===== config.mk =====
export PLATFORM = sky130hd
export DESIGN_NAME = window_3x3_gen_flat
export DESIGN_NICKNAME = d
export VERILOG_FILES = /design/src/rtl/img_pkg.sv /design/src/rtl/window_3x3_gen_if.sv /design/src/rtl/line_buffer.sv /design/src/rtl/window_3x3_gen.sv /design/src/flat_wrapper.sv
export SDC_FILE = /design/constraint.sdc
export NUM_CORES = 1
export LEC_CHECK = 0
export CORE_AREA = 2 2 164 134
export DETAILED_ROUTE_END_ITERATION = 12
export DIE_AREA = 0 0 166 136
export REMOVE_ABC_BUFFERS = 1
export SLEW_MARGIN = 15
export SYNTH_ARGS = -nofsm -noshare
export SYNTH_HDL_FRONTEND = slang
export SYNTH_SLANG_ARGS = --single-unit

===== constraint.sdc =====
create_clock -name clk -period 2.3 [get_ports clk]
set_clock_uncertainty 0.05 [all_clocks]
set_input_delay 0.46 -clock clk [delete_from_list [all_inputs] [get_ports clk]]
set_output_delay 0.46 -clock clk [all_outputs]
set_load 0.01 [all_outputs]

===== src/rtl/img_pkg.sv =====
// Pixel types and window constants shared by the image blocks
// (window_3x3_gen, simple_avg, convolution).
package img_pkg;
    parameter int PIX_W = 4;
    typedef logic [PIX_W-1:0] pixel_t;
    localparam int WIN_SIZE = 9;
endpackage


===== src/rtl/window_3x3_gen_if.sv =====
// Pixel stream in, 3x3 window out. The slave side is the window generator.
interface window_3x3_gen_if #(parameter int PIX_W = img_pkg::PIX_W);
    logic [PIX_W-1:0] pixel_in;
    logic             pixel_valid;
    logic             sof;
    logic [PIX_W-1:0] pixel_1, pixel_2, pixel_3;
    logic [PIX_W-1:0] pixel_4, pixel_5, pixel_6;
    logic [PIX_W-1:0] pixel_7, pixel_8, pixel_9;
    logic             window_valid;
    logic             frame_done;

    modport master (
        output pixel_in, pixel_valid, sof,
        input  pixel_1, pixel_2, pixel_3, pixel_4, pixel_5,
               pixel_6, pixel_7, pixel_8, pixel_9, window_valid, frame_done
    );
    modport slave (
        input  pixel_in, pixel_valid, sof,
        output pixel_1, pixel_2, pixel_3, pixel_4, pixel_5,
               pixel_6, pixel_7, pixel_8, pixel_9, window_valid, frame_done
    );
endinterface


===== src/rtl/line_buffer.sv =====
// One image row of storage, single address. The read is combinational, so a
// write to the same address on this edge returns the old row's pixel.
module line_buffer #(
    parameter int DEPTH = 16,
    parameter int W     = 4,
    parameter int AW    = $clog2(DEPTH)
) (
    input  logic          clk,
    input  logic          we,
    input  logic [AW-1:0] addr,
    input  logic [W-1:0]  wdata,
    output logic [W-1:0]  rdata
);
    logic [W-1:0] mem [DEPTH];

    always_ff @(posedge clk) begin
        if (we) mem[addr] <= wdata;
    end

    assign rdata = mem[addr];
endmodule


===== src/rtl/window_3x3_gen.sv =====
// Raster-order 3x3 window generator: two chained line buffers feed a 3x3
// shift register; a window is flagged valid only when fully inside the image.
module window_3x3_gen
    import img_pkg::*;
#(
    parameter int IMG_WIDTH  = 16,
    parameter int IMG_HEIGHT = 16,
    parameter int PIX_W      = img_pkg::PIX_W
) (
    input  logic            clk,
    input  logic            reset,
    window_3x3_gen_if.slave bus
);
    localparam int CW = $clog2(IMG_WIDTH);
    localparam int RW = $clog2(IMG_HEIGHT);

    logic [CW-1:0] col, cur_col;
    logic [RW-1:0] row, cur_row;
    logic          accept, last_col, last_row;

    // sof forces the incoming pixel to (0,0) whatever the counters say
    assign accept   = bus.pixel_valid;
    assign cur_col  = bus.sof ? '0 : col;
    assign cur_row  = bus.sof ? '0 : row;
    assign last_col = (cur_col == CW'(IMG_WIDTH - 1));
    assign last_row = (cur_row == RW'(IMG_HEIGHT - 1));

    // Tap 0 holds row r-1, tap 1 holds row r-2 (fed from tap 0's read data)
    logic [1:0][PIX_W-1:0] lb_wdata, lb_rdata;
    assign lb_wdata = {lb_rdata[0], bus.pixel_in};

    for (genvar i = 0; i < 2; i++) begin : g_lb
        line_buffer #(.DEPTH(IMG_WIDTH), .W(PIX_W), .AW(CW)) u_lb (
            .clk   (clk),
            .we    (accept),
            .addr  (cur_col),
            .wdata (lb_wdata[i]),
            .rdata (lb_rdata[i])
        );
    end

    logic [PIX_W-1:0] new_col [3];
    assign new_col[0] = lb_rdata[1];
    assign new_col[1] = lb_rdata[0];
    assign new_col[2] = bus.pixel_in;

    always_ff @(posedge clk or posedge reset) begin
        if (reset) begin
            col <= '0;
            row <= '0;
        end else if (accept) begin
            if (last_col) begin
                col <= '0;
                row <= last_row ? '0 : cur_row + 1'b1;
            end else begin
                col <= cur_col + 1'b1;
                row <= cur_row;
            end
        end
    end

    // Window stored row-major: index 0 is top-left, index 8 the newest pixel
    logic [PIX_W-1:0] win [WIN_SIZE];
    logic             win_valid, done;

    always_ff @(posedge clk or posedge reset) begin
        if (reset) begin
            for (int k = 0; k < WIN_SIZE; k++) win[k] <= '0;
            win_valid <= 1'b0;
            done      <= 1'b0;
        end else begin
            win_valid <= accept && (cur_row >= RW'(2)) && (cur_col >= CW'(2));
            done      <= accept && last_col && last_row;
            if (accept) begin
                for (int r = 0; r < 3; r++) begin
                    win[3*r]     <= win[3*r + 1];
                    win[3*r + 1] <= win[3*r + 2];
                    win[3*r + 2] <= new_col[r];
                end
            end
        end
    end

    assign bus.pixel_1      = win[0];
    assign bus.pixel_2      = win[1];
    assign bus.pixel_3      = win[2];
    assign bus.pixel_4      = win[3];
    assign bus.pixel_5      = win[4];
    assign bus.pixel_6      = win[5];
    assign bus.pixel_7      = win[6];
    assign bus.pixel_8      = win[7];
    assign bus.pixel_9      = win[8];
    assign bus.window_valid = win_valid;
    assign bus.frame_done   = done;
endmodule


===== src/flat_wrapper.sv =====
// flat-port wrapper written by rule: the top's interface ports become plain ports
module window_3x3_gen_flat import img_pkg::*;
#(
    parameter int IMG_WIDTH  = 16,
    parameter int IMG_HEIGHT = 16,
    parameter int PIX_W      = img_pkg::PIX_W
)
  (clk, reset, bus_pixel_in, bus_pixel_valid, bus_sof, bus_pixel_1, bus_pixel_2, bus_pixel_3, bus_pixel_4, bus_pixel_5, bus_pixel_6, bus_pixel_7, bus_pixel_8, bus_pixel_9, bus_window_valid, bus_frame_done);
  window_3x3_gen_if #(.PIX_W(PIX_W)) bus_i ();
  input  logic clk;
  input  logic reset;
  input wire logic [$bits(bus_i.pixel_in)-1:0] bus_pixel_in;
  input wire logic [$bits(bus_i.pixel_valid)-1:0] bus_pixel_valid;
  input wire logic [$bits(bus_i.sof)-1:0] bus_sof;
  output wire logic [$bits(bus_i.pixel_1)-1:0] bus_pixel_1;
  output wire logic [$bits(bus_i.pixel_2)-1:0] bus_pixel_2;
  output wire logic [$bits(bus_i.pixel_3)-1:0] bus_pixel_3;
  output wire logic [$bits(bus_i.pixel_4)-1:0] bus_pixel_4;
  output wire logic [$bits(bus_i.pixel_5)-1:0] bus_pixel_5;
  output wire logic [$bits(bus_i.pixel_6)-1:0] bus_pixel_6;
  output wire logic [$bits(bus_i.pixel_7)-1:0] bus_pixel_7;
  output wire logic [$bits(bus_i.pixel_8)-1:0] bus_pixel_8;
  output wire logic [$bits(bus_i.pixel_9)-1:0] bus_pixel_9;
  output wire logic [$bits(bus_i.window_valid)-1:0] bus_window_valid;
  output wire logic [$bits(bus_i.frame_done)-1:0] bus_frame_done;
  assign bus_i.pixel_in = bus_pixel_in;
  assign bus_i.pixel_valid = bus_pixel_valid;
  assign bus_i.sof = bus_sof;
  assign bus_pixel_1 = bus_i.pixel_1;
  assign bus_pixel_2 = bus_i.pixel_2;
  assign bus_pixel_3 = bus_i.pixel_3;
  assign bus_pixel_4 = bus_i.pixel_4;
  assign bus_pixel_5 = bus_i.pixel_5;
  assign bus_pixel_6 = bus_i.pixel_6;
  assign bus_pixel_7 = bus_i.pixel_7;
  assign bus_pixel_8 = bus_i.pixel_8;
  assign bus_pixel_9 = bus_i.pixel_9;
  assign bus_window_valid = bus_i.window_valid;
  assign bus_frame_done = bus_i.frame_done;
  window_3x3_gen #(.IMG_WIDTH(IMG_WIDTH), .IMG_HEIGHT(IMG_HEIGHT), .PIX_W(PIX_W)) u_core (.clk(clk), .reset(reset), .bus(bus_i));
endmodule

* Word-level counts from Yosys, hierarchy flattened
Memory sizes are Yosys's and may differ from the RTL's. A register that Yosys moved wholly into a read port is not among the register bits. Index checks and enable logic that the tools add are counted.
Operators by class: eq/ne operators 2, muxes and demuxes 7, add/sub/neg operators 2, magnitude comparators 2, reduce and logical (&&, ||, !) cells 4
Operators with widths (number):
- $mux 4 | 5
- $add 4x1->4 const B | 2
- $eq 4x4->1 const B | 2
- $ge 4x2->1 const B | 2
- $logic_and 1x1->1 | 4
- $mux 1 | 2
Storage, ports and cells: memories 2, output and inout port bits 38, register bits 42, memory bits (writable) 128
Memories:
- u_core.g_lb[0].u_lb.mem | depth 16, bits a word 4, read ports 1, clocked after memory_dff 0, write ports 1, line line_buffer.sv:14 | logic [W-1:0] mem [DEPTH];
- u_core.g_lb[1].u_lb.mem | depth 16, bits a word 4, read ports 1, clocked after memory_dff 1, write ports 1, line line_buffer.sv:14

* Depth between registers and ports, before layout
word-level depth 4, gate-level depth with buffers 8

* Modules after synthesis
Synthesis repeated with hierarchy kept, for this count alone.
Unflattened totals: cell total of the unflattened synthesis 391, area, all modules 7026.7 µm²
Modules (own cells, without submodules):
- line_buffer | sequential area each 1921.8 µm², times used 2, cells each 129, area each 2578.7 µm²
- window_3x3_gen | sequential area each 1151.1 µm², times used 1, cells each 133, area each 1869.3 µm²

* Worst setup path before layout
Ideal clock, no wire load.
path type input-to-reg, start input port bus_sof, end register u_core.row[3], path buffers 1, stages on the path 8, arrival time 1.946 ns, required time 2.129 ns, setup slack 0.184 ns, library setup time 0.121 ns, path through nand2b_1 inv_1 clkbuf_1 ha_1 nand2_1 nor2_2 and4b_1 nor2_1
Between the ends: word-level cells in the longest chain between the ends 4
RTL lines:
- from (decl) | line flat_wrapper.sv:14 | input wire logic [$bits(bus_i.sof)-1:0] bus_sof;
- $mux 4 | line window_3x3_gen.sv:24 | assign cur_row = bus.sof ? '0 : row;
- $add 4x1->4 / $eq 4x4->1 (equally long branches) | line window_3x3_gen.sv:54, window_3x3_gen.sv:26
- $mux 4 | line window_3x3_gen.sv:54 | row <= last_row ? '0 : cur_row + 1'b1;
- $mux 4 * | line window_3x3_gen.sv:52 | if (last_col) begin
- to (signal assigned) | line window_3x3_gen.sv:54
- to (signal assigned) | line window_3x3_gen.sv:57 | row <= cur_row;
- to (decl) | line window_3x3_gen.sv:18 | logic [RW-1:0] row, cur_row;
Mark *: on every way between the ends. The rest lies on a longest branch, timed or not. A chain may end at the register's enable or synchronous reset.

* Final worst setup path
start input port bus_sof, end memory u_core.g_lb[1].u_lb.mem[14][0], enable pin
Between the ends: word-level cells in the longest chain between the ends 1
RTL lines:
- $mux 4 | line window_3x3_gen.sv:23 | assign cur_col = bus.sof ? '0 : col;
- to (decl) | line line_buffer.sv:14
No other way between the ends.

==> qor.txt <==
================================================================================
Post-layout util ..................................................        42.7%
Period Utilization, post-route ....................................        97.1%
Worst-path fanout max .............................................            8
Sequential cell area fraction in the yosys report .................        69.5%
Congestion Overflow GR ............................................            0
Worst Hold Class .................................................. primary input to async pin
Vias ..............................................................        4,521
Number of detailed-route iterations in the first pass .............            6
Total track usage .................................................        15.7%
Power density relative to cell area ...............................  876 mW/mm^2
Layout cell share with drive strength beyond 1 ....................        24.9%
Startpoint kind of the worst setup timing path .................... primary input
Antenna cells .....................................................            0
Final min period ..................................................      2.23 ns
Pre-CTS worst setup slack .........................................    -0.378 ns
Maximum root-to-sink buffer count .................................            2
Netlist cell types ................................................           45
Placement Rows ....................................................           48
Final WL ..........................................................      17.1 mm
CTS Root Cell ..................................................... sky130_fd_sc_hd__clkbuf_16
Count of warnings emitted by yosys ................................            0
Final Max Tran Viols ..............................................            0
Residual antenna-violating net count after detailed routing .......            0
Wire length of the first global-routing pass ......................      26.7 mm
Number of I/O port buffers ........................................           45
Final hold violation count ........................................            0
Detailed-placement wirelength estimate ............................      11.8 mm
Category of the worst setup path capture point ....................         flop
Overall die width .................................................       166 um
Hold_buf cts ......................................................            0
Number of gates resized after CTS .................................            1
Core box area ..................................................... 0.0211 sq mm
Num ports .........................................................           46
Final-stage net count .............................................          614
Critical path type ................................................ primary input to flop
GP Congestion .....................................................        0.842
Peak ir drop on the vdd network ...................................     0.384 mV
TritonCTS Buffers .................................................           17
CTS H-tree lvls ...................................................            4
Worst setup margin ................................................    0.0656 ns
Relative slew slack ...............................................        60.4%
Worst Hold Margin .................................................     0.213 ns
Leakage power .....................................................      3.36 nW
Filler instances ..................................................        1,908
Die H .............................................................       136 um
Number of instances in the synthesized netlist ....................          492
Setup repair after global routing missed its margin ...............           no
Number of antenna violations at the first check in global routing .            1
CTS clock-pin slew for the worst setup and hold paths .............      0.06 ns
Worst endpoint data arrival time ..................................      2.33 ns
Violation count after the first detailed-routing iteration ........          440
Total Power Consumption ...........................................      7.88 mW
Area of the die ................................................... 0.0226 sq mm
Initial Util ......................................................        34.1%
Cell area after synthesis ......................................... 0.00719 sq mm
Ordered list of cells on the worst path ........................... clkdlybuf4s50_1, and2b_1, inv_1, ha_1, nand2_1, nor2_1, buf_4
Growth of design area from synthesis to finish ....................        25.1%
Via density per instance ..........................................         5.09
Area taken by multi-input logic gates ............................. 0.00196 sq mm
# Max-Cap Violations ..............................................            0
Post-Syn Area per Cell ............................................   14.6 sq um
DRC violation count after routing .................................            0
Worst skew pair latency ...........................................      0.43 ns
Detailed-route wire length per cell ...............................      19.3 um
Synthesized flop and latch total ..................................          174
Number of global-route vias before repair .........................        4,678
Master of the slowest instance on the critical path ............... sky130_fd_sc_hd__clkdlybuf4s50_1
Postcts setup bufs ................................................            0
Count of endpoints failing setup in the final report ..............            0
Clock tree from TritonCTS .........................................         done
Largest stage delay on the critical path ..........................      0.49 ns
Worst slew pin tran ...............................................     0.586 ns
CP Data Required Time .............................................      2.39 ns
Final sum of negative setup slack .................................         0 ns
Number of clock sinks .............................................          174
Pin count of the biggest net entering global routing ..............           39
Highest attainable clock frequency ................................      448 MHz
Area taken by flip-flops and latches .............................. 0.00500 sq mm
Run status ........................................................ complete, no violations
================================================================================
[final cells by class]
type                            count  share of cell area [%]
Tap cell                          275                    3.83
Sequential cell                   174                    55.6
Clock buffer                       24                    5.13
Clock inverter                      7                    1.00
Timing Repair Buffer              126                    12.0
Inverter                           17                   0.710
Multi-Input combinational cell    266                    21.8
[through the flow]
step,std cells,cell area [sq um]
final,889,8990
after global routing,889,8990
after CTS,889,8980
after detailed placement,858,8430
after global placement,858,8430
after floorplan,457,7000
[state kept, by name (all words and copies together), names as in the netlist]
| register | count |
|---|---|
| u_core.bus.pixel_2 | 4 |
| u_core.bus.pixel_5 | 4 |
| u_core.bus.pixel_3 | 4 |
| u_core.g_lb.u_lb.mem | 128 |
| u_core.bus.pixel_1 | 4 |
| u_core.bus.pixel_4 | 4 |
| u_core.bus.frame_done | 1 |
| u_core.col | 4 |
| u_core.bus.pixel_8 | 4 |
| u_core.bus.window_valid | 1 |
| u_core.bus.pixel_7 | 4 |
| u_core.bus.pixel_6 | 4 |
| u_core.row | 4 |
| u_core.bus.pixel_9 | 4 |
[layer usage]
metal  share of wire (%)  vias to the layer above  global-route usage, %
li1                    -                     2080                      -
met1                  46                     2271                   21.5
met2                  47                      154                   24.6
met3                 6.9                       14                   4.63
met4                0.83                        2                   3.91
met5               0.070                        -                      0
[synthesized netlist by cell type (all sizes together)]
cell type / instances / area [sq um]
a211oi: 6 / 45.0
o21ba: 1 / 10.0
nand3: 4 / 20.0
mux2i: 24 / 240
mux2: 38 / 428
a221oi: 8 / 70.1
inv: 16 / 60.1
a32oi: 1 / 8.76
a31oi: 11 / 68.8
o31a: 5 / 43.8
a21o: 1 / 7.51
nand3b: 18 / 135
or3: 4 / 25.0
clkbuf: 16 / 60.1
o22ai: 4 / 25.0
mux4: 1 / 22.5
buf: 19 / 125
o21ai: 18 / 90.1
a22oi: 1 / 7.51
nor3: 3 / 15.0
clkinv: 1 / 3.75
and3: 1 / 6.26
o211ai: 8 / 60.1
o31ai: 4 / 30.0
and4b: 1 / 10.0
nand2b: 9 / 56.3
dfrtp: 46 / 1150
a2bb2oi: 4 / 35.0
nand2: 21 / 78.8
a2111o: 1 / 11.3
edfxtp: 128 / 3840
or3b: 2 / 17.5
xnor2: 1 / 8.76
nor4: 5 / 31.3
ha: 4 / 50.1
o41ai: 5 / 43.8
nor2b: 7 / 43.8
and2b: 1 / 7.51
a21oi: 18 / 90.1
nor2: 26 / 100
[logic make-up after synthesis]
family / share of synthesized area, %
flops: 69.5
simple gates: 7.61
compound gates: 9.00
mux: 9.61
buf+inv: 3.46
fa+ha+maj: 0.696
xor+xnor: 0.122
[worst max-delay path: cells and delay by family]
kind | cells | cell delay (ns)
buf+inv | 3 | 0.85
simple gates | 3 | 0.82
fa+ha+maj | 1 | 0.20
[final timing paths]
kind | slack, ns | startpoint | cells after the start | end
min in group clk | 0.44 | bus_pixel_valid | 3 | u_core.bus.pixel_3[3]$_DFFE_PP0P_
hold reg to reg | 0.46 | u_core.bus.pixel_1[0]$_DFFE_PP0P_ | 1 | u_core.bus.pixel_1[0]$_DFFE_PP0P_
setup reg to reg | 0.13 | u_core.col[3]$_DFFE_PP0P_ | 5 | u_core.g_lb[1].u_lb.mem[0][3]$_DFFE_PP_
max in group asynchronous | 1.49 | reset | 3 | u_core.col[3]$_DFFE_PP0P_
setup / recovery | 0.07 | bus_sof | 7 | u_core.g_lb[1].u_lb.mem[14][0]$_DFFE_PP_
hold / removal | 0.21 | reset | 2 | u_core.bus.pixel_3[2]$_DFFE_PP0P_
[power by group]
group	switching, mW	total, mW	leakage (nW)	internal [mW]
Sequential	0.128	3.80	1.70	3.67
Clock	1.11	2.73	0.266	1.62
Combinational	0.689	1.35	1.40	0.662
[layout by cell type (no fill, tap or decap), drive strengths merged, types with 16 or more instances in the layout]
| master | synthesis | final |
|---|---|---|
| nor2 | 26 | 26 |
| nand3b | 18 | 18 |
| inv | 16 | 16 |
| o21ai | 18 | 18 |
| nand2 | 21 | 21 |
| edfxtp | 128 | 128 |
| buf | 19 | 82 |
| mux2i | 24 | 24 |
| dfrtp | 46 | 46 |
| clkdlybuf4s50 | 0 | 44 |
| a21oi | 18 | 18 |
| clkbuf | 16 | 24 |
| mux2 | 38 | 38 |
No activity file was read; power rests on OpenSTA's default activity.
